## src/rtl/tone_pkg.sv

```systemverilog
// Shared tone-path definitions: measurement state encoding and the default
// half-period width / silence timeout used by generator, sequencer and meter.
package tone_pkg;

    localparam int                      TONE_WIDTH   = 22;
    localparam logic [TONE_WIDTH-1:0]   TONE_TIMEOUT = 22'h3FFFFF;

    typedef enum logic [1:0] {
        IDLE   = 2'd0,
        ARMED  = 2'd1,
        LOCKED = 2'd2
    } tone_state_t;

endpackage

```

## src/rtl/edge_sync.sv

```systemverilog
// Three-flop synchroniser for an asynchronous level, with a one-cycle pulse
// on every transition (rising or falling) of the synchronised signal.
module edge_sync (
    input  logic clk,
    input  logic rst_n,
    input  logic i_async,
    output logic o_edge
);

    logic r_s1, r_s2, r_s3;

    // s1/s2 resolve metastability; s3 is the delayed copy for edge detection
    always_ff @(posedge clk) begin
        if (!rst_n) begin
            r_s1 <= 1'b0;
            r_s2 <= 1'b0;
            r_s3 <= 1'b0;
        end else begin
            r_s1 <= i_async;
            r_s2 <= r_s1;
            r_s3 <= r_s2;
        end
    end

    assign o_edge = r_s2 ^ r_s3;

endmodule

```

## src/rtl/tone_meter.sv

```systemverilog
// Square-wave meter: measures the spacing between input edges and reports it
// in the generator's encoding (spacing N clk -> value N-1), flags stability
// (locked) and absence of edges (silent).
module tone_meter
    import tone_pkg::*;
#(
    parameter int               WIDTH      = TONE_WIDTH,
    parameter logic [WIDTH-1:0] TIMEOUT    = WIDTH'(TONE_TIMEOUT),
    parameter int               LOCK_COUNT = 3,
    parameter int               TOL        = 2
) (
    input  logic             clk,
    input  logic             rst_n,
    input  logic             sound_in,
    output logic [WIDTH-1:0] half_period,
    output logic             valid,
    output logic             locked,
    output logic             silent
);

    localparam logic [3:0]       LOCK_N = 4'(LOCK_COUNT);
    localparam logic [WIDTH-1:0] TOL_W  = WIDTH'(TOL);

    tone_state_t      r_state, w_state_next;
    logic [WIDTH-1:0] r_count;
    logic [WIDTH-1:0] r_prev_meas;
    logic [WIDTH-1:0] r_half_period;
    logic             r_valid;
    logic [3:0]       r_match_cnt;
    logic [3:0]       w_match_next;
    logic [3:0]       w_match_inc;
    logic [WIDTH-1:0] w_diff;
    logic             w_edge;
    logic             w_timeout;
    logic             w_meas;
    logic             w_match;
    logic             w_to_idle;
    logic             w_discard;

    edge_sync u_edge_sync (
        .clk     (clk),
        .rst_n   (rst_n),
        .i_async (sound_in),
        .o_edge  (w_edge)
    );

    assign w_timeout = (r_count == TIMEOUT);
    // An edge landing on a saturated count ends an interval of unknown length:
    // it is not measured, but it does start the next interval.
    assign w_to_idle = (r_state != IDLE) && w_timeout && !w_edge;
    assign w_discard = (r_state != IDLE) && w_timeout &&  w_edge;
    assign w_meas    = (r_state != IDLE) && !w_timeout && w_edge;

    // Unsigned distance, larger minus smaller so it never wraps
    assign w_diff      = (r_count >= r_prev_meas) ? (r_count - r_prev_meas)
                                                  : (r_prev_meas - r_count);
    assign w_match     = (w_diff <= TOL_W);
    assign w_match_inc = (r_match_cnt >= LOCK_N) ? LOCK_N : (r_match_cnt + 4'd1);

    // Consecutive-match counter update; mismatch restarts the run at one
    always_comb begin
        w_match_next = r_match_cnt;
        if (w_to_idle || w_discard)
            w_match_next = 4'd0;
        else if (w_meas)
            w_match_next = w_match ? w_match_inc : 4'd1;
    end

    // Edge-interval counter: cleared on every edge, saturates at TIMEOUT
    always_ff @(posedge clk) begin
        if (!rst_n)
            r_count <= '0;
        else if (w_edge)
            r_count <= '0;
        else if (!w_timeout)
            r_count <= r_count + WIDTH'(1);
    end

    // State register
    always_ff @(posedge clk) begin
        if (!rst_n)
            r_state <= IDLE;
        else
            r_state <= w_state_next;
    end

    // Next-state: lock after LOCK_COUNT matching runs, drop on mismatch or silence
    always_comb begin
        w_state_next = r_state;
        case (r_state)
            IDLE: begin
                if (w_edge)
                    w_state_next = ARMED;
            end
            ARMED: begin
                if (w_to_idle)
                    w_state_next = IDLE;
                else if (w_discard)
                    w_state_next = ARMED;
                else if (w_meas && (w_match_next == LOCK_N))
                    w_state_next = LOCKED;
            end
            LOCKED: begin
                if (w_to_idle)
                    w_state_next = IDLE;
                else if (w_discard)
                    w_state_next = ARMED;
                else if (w_meas && !w_match)
                    w_state_next = ARMED;
            end
            default: w_state_next = IDLE;
        endcase
    end

    // Match bookkeeping; the reference measurement is cleared whenever we go idle
    always_ff @(posedge clk) begin
        if (!rst_n) begin
            r_match_cnt <= '0;
            r_prev_meas <= '0;
        end else begin
            r_match_cnt <= w_match_next;
            if (w_to_idle)
                r_prev_meas <= '0;
            else if (w_meas)
                r_prev_meas <= r_count;
        end
    end

    // Published measurement and its one-cycle update strobe
    always_ff @(posedge clk) begin
        if (!rst_n) begin
            r_half_period <= '0;
            r_valid       <= 1'b0;
        end else begin
            r_valid <= w_meas;
            if (w_meas)
                r_half_period <= r_count;
        end
    end

    // Outputs: locked/silent follow the registered state directly
    always_comb begin
        half_period = r_half_period;
        valid       = r_valid;
        locked      = (r_state == LOCKED);
        silent      = (r_state == IDLE);
    end

endmodule
```

## config.mk

```make
export PLATFORM = sky130hd
export DESIGN_NAME = tone_meter
export DESIGN_NICKNAME = d
export VERILOG_FILES = /design/src/rtl/tone_pkg.sv /design/src/rtl/edge_sync.sv /design/src/rtl/tone_meter.sv
export SDC_FILE = /design/constraint.sdc
export NUM_CORES = 1
export LEC_CHECK = 0
export ABC_CLOCK_PERIOD_IN_PS = 4300
export CAP_MARGIN = 10
export CORE_UTILIZATION = 26
export DETAILED_ROUTE_END_ITERATION = 8
export SLEW_MARGIN = 20
export SYNTH_ARGS = -nofsm -noshare
export SYNTH_HDL_FRONTEND = slang
export SYNTH_SLANG_ARGS = --single-unit
```

## constraint.sdc

```tcl
create_clock -name clk -period 4.3 [get_ports clk]
set_input_delay 0.86 -clock clk [delete_from_list [all_inputs] [get_ports clk]]
set_output_delay 0.86 -clock clk [all_outputs]
set_load 0.005 [all_outputs]
```

==> results.ini <==
[global_route]
antenna_found_initial = 0
grt_pass1_wl_um = 24700
grt_pass1_vias = 4832
grt_util_all_layers_pct = 14.0
globalRouteOverflowTotal = 0
grt_max_degree = 45

[yosys]
yosys-top-cells-count = nand2_1, dfxtp_1, a21oi_1
ys.warnings.count = 0
synth_sequential_area_ratio_pct = 27.7
synth_cell_types = 65
synth_fp_nets = 767
synth_edf_count = 0
postSynthAreaPerCell_um2 = 7.66
ys_top_cells_by_area = dfxtp_1, ha_1, nand2_1
yosys_register_bits = 76
yosys.area.top_type = dfxtp_1
syn-cell-area_um2 = 5500
async_flop_share_pct = 0
synth_cells = 717
yosysTopAreaCellShare_pct = 27.7
post-synth-top-count-cell = nand2_1
synthFlopType = dfxtp_1

[drt]
firstDrtPassIters = 4
routed_via_density = 4.97
ant_nets = 0
first_iter_violations = 264
avgRoutedWirePerCell_um = 14.9
wirelength_um = 15000
vias = 5004
post-route-drc-count = 0

[power]
leakagePower_nw = 2.48
internal_power_w = 0.00126
p_sw_w = 0.000418
clock_power_share_pct = 44.5
peakVddDrop_mv = 0.172
swShare_pct = 24.9
power_density_nw_per_um2 = 265
pwr-share-seq_pct = 42.6
power_frac_comb_pct = 12.9

[setup_path]
slowest_delay_ps = 450
crit_required_ps = 4540
start_kind = flop
cp_slowest_cell = dfxtp_1
crit_type = flop to flop
crit_chain = inv_1, ha_1, fa_1, and2b_1, o2111ai_2, a31o_4, o31ai_4, a21boi_4, buf_4, nor4_1, a22oi_1, a2111o_1, nor4_4, nand2_1, o21a_1
arrival_ps = 4230
endpoint_kind = flop
crit_path_max_fanout = 9
startpoint = r_count[0]
rr_startpoint = r_count[0]

[sta]
max_freq_mhz = 250
worst_slew_pin_slew_ps = 962
slew_viol_final = 0
hold_ws_ps = 455
finalSetupViolCount = 0
hold_violations = 0
fin_crit_sh_pct = 93.0
relSlewSlack_pct = 35.9
post-route-min-period_ps = 4000
clock-skew-final_ps = 7.15

[worst_hold_path]
min_path_type = flop to flop
hp-start = u_edge_sync.r_s1

[final_layout]
num_antenna_cells = 0
layout-drive-gt1-share_pct = 6.39
area_growth_pct = 15.4
nets = 782
layout.cells.non_filler = 1006
multi_input_area_um2 = 3640
regArea_um2 = 1520
fin_util_pct = 30.9
fillers = 2235

[floorplanning]
io_pins = 28
initial_utilization_pct = 26.8
dieArea_um2 = 21700
rows = 52
die-height_um = 147
die_w_um = 147
core_area_um2 = 20500

[status]
status = completed

[run]
maxCapViolations = 0

[cts]
root_buffer = clkbuf_16
clockBufferDepth = 2
cts_tree = built
htreeDepth = 3
clkTransAtPathRegs_ps = 60
insertion_delay_ps = 340
cts-buffers-inserted = 9
cts_sinks = 76

[placement]
dp.cells = 991
portBuffers = 27
gp_congestion = 0.893
dpl.hpwl_um = 11500

cells in the final DEF, fill, tap and decap left out, drive strengths merged, types with 4 or more instances in the layout:
cell / count
nor3: 9
buf: 14
o21bai: 6
o21a: 6
xor2: 9
clkdlybuf4s50: 27
xnor2: 26
o211ai: 4
ha: 45
a21o: 16
o21ai: 35
and3: 10
nor2: 50
a21oi: 66
nand4: 15
nand2: 113
nor2b: 7
a21boi: 23
o31ai: 5
nand3: 22
clkbuf: 13
mux2i: 11
and2: 9
dfxtp: 76
and4: 7
nor4: 7
a211oi: 9
inv: 48
power by group through the flow:
stage / sequential (W) / clock, W / combinational, W
2_1_floorplan: 0.000730 / 0 / 0.000155
3_3_place_gp: 0.000731 / 0 / 0.000206
3_5_place_dp: 0.000731 / 0 / 0.000206
4_1_cts: 0.000716 / 0.000762 / 0.000207
5_1_grt: 0.000716 / 0.000788 / 0.000238
6_report: 0.000716 / 0.000747 / 0.000217
cell type report:
type	instances	share of cell area (%)
repair buffers	41	5.92
clock inverters	2	0.553
inverters	48	2.84
clock buffers	13	3.95
well taps	270	5.33
multi-input cells	556	57.4
flip-flops and latches	76	24.0
what timing repair did:
| item | CTS | global route |
|---|---|---|
| endpoints found under the hold margin | 0 | 0 |
| resized for setup | 0 | 1 |
| hold buffers | 0 | 0 |
| buffers inserted | 0 | 0 |
| endpoints found under the setup margin | 0 | 2 |
per-layer routing:
layer	GRT usage (%)	wire length, um	share of wire [%]
met5	0	0	0
met3	2.28	556	3.7
met2	22.3	6760	45
met1	19.0	7440	50
met4	5.05	232	1.5
cell families (layout without fill, tap and decap cells):
kind of cell	count (synthesis)	count (layout)	synth area share, %
XOR/XNOR	35	35	5.58
adder cells (fa/ha/maj)	47	47	11.0
buffers and inverters	85	104	6.33
AND/OR/NAND/NOR	264	264	22.9
AO/OA/AOI/OAI	196	196	23.9
multiplexers	14	14	2.69
flip-flops	76	76	27.7
registers in the layout (all words and copies together), names as in the netlist:
| name | cells |
|---|---|
| half_period | 22 |
| r_count | 22 |
| r_match_cnt | 4 |
| r_prev_meas | 22 |
| r_state | 2 |
| u_edge_sync.r_s1 | 1 |
| u_edge_sync.r_s2 | 1 |
| u_edge_sync.r_s3 | 1 |
| valid | 1 |
metrics by stage:
stage | TNS, ps | total power (W) | worst slack (ps) | instance area (um2)
finish | 0 | 0.00168 | 303 | 6340
global route | -4.38 | 0.00174 | -4.38 | 6340
CTS | 0 | 0.00168 | 266 | 6330
detailed placement | 0 | 0.000937 | 285 | 6050
global placement | 0 | 0.000937 | 396 | 6050
floorplan | 0 | 0.000885 | 795 | 5500
final timing paths:
check / depth (start not counted) / to / slack, ps
worst max register to register: 15 / r_match_cnt[0] / 300
worst min register to register: 1 / u_edge_sync.r_s2 / 460
worst max-delay path: 15 / r_match_cnt[0] / 300
worst min-delay path: 1 / u_edge_sync.r_s2 / 460
worst max-delay path: cells and delay by family (launching register included):
family,cells,cell delay (ps)
compound gates,7,1720
fa+ha+maj,2,620
buf+inv,2,280
flops,1,450
simple gates,4,820
Note: power is estimated with default switching activity, not from simulation.
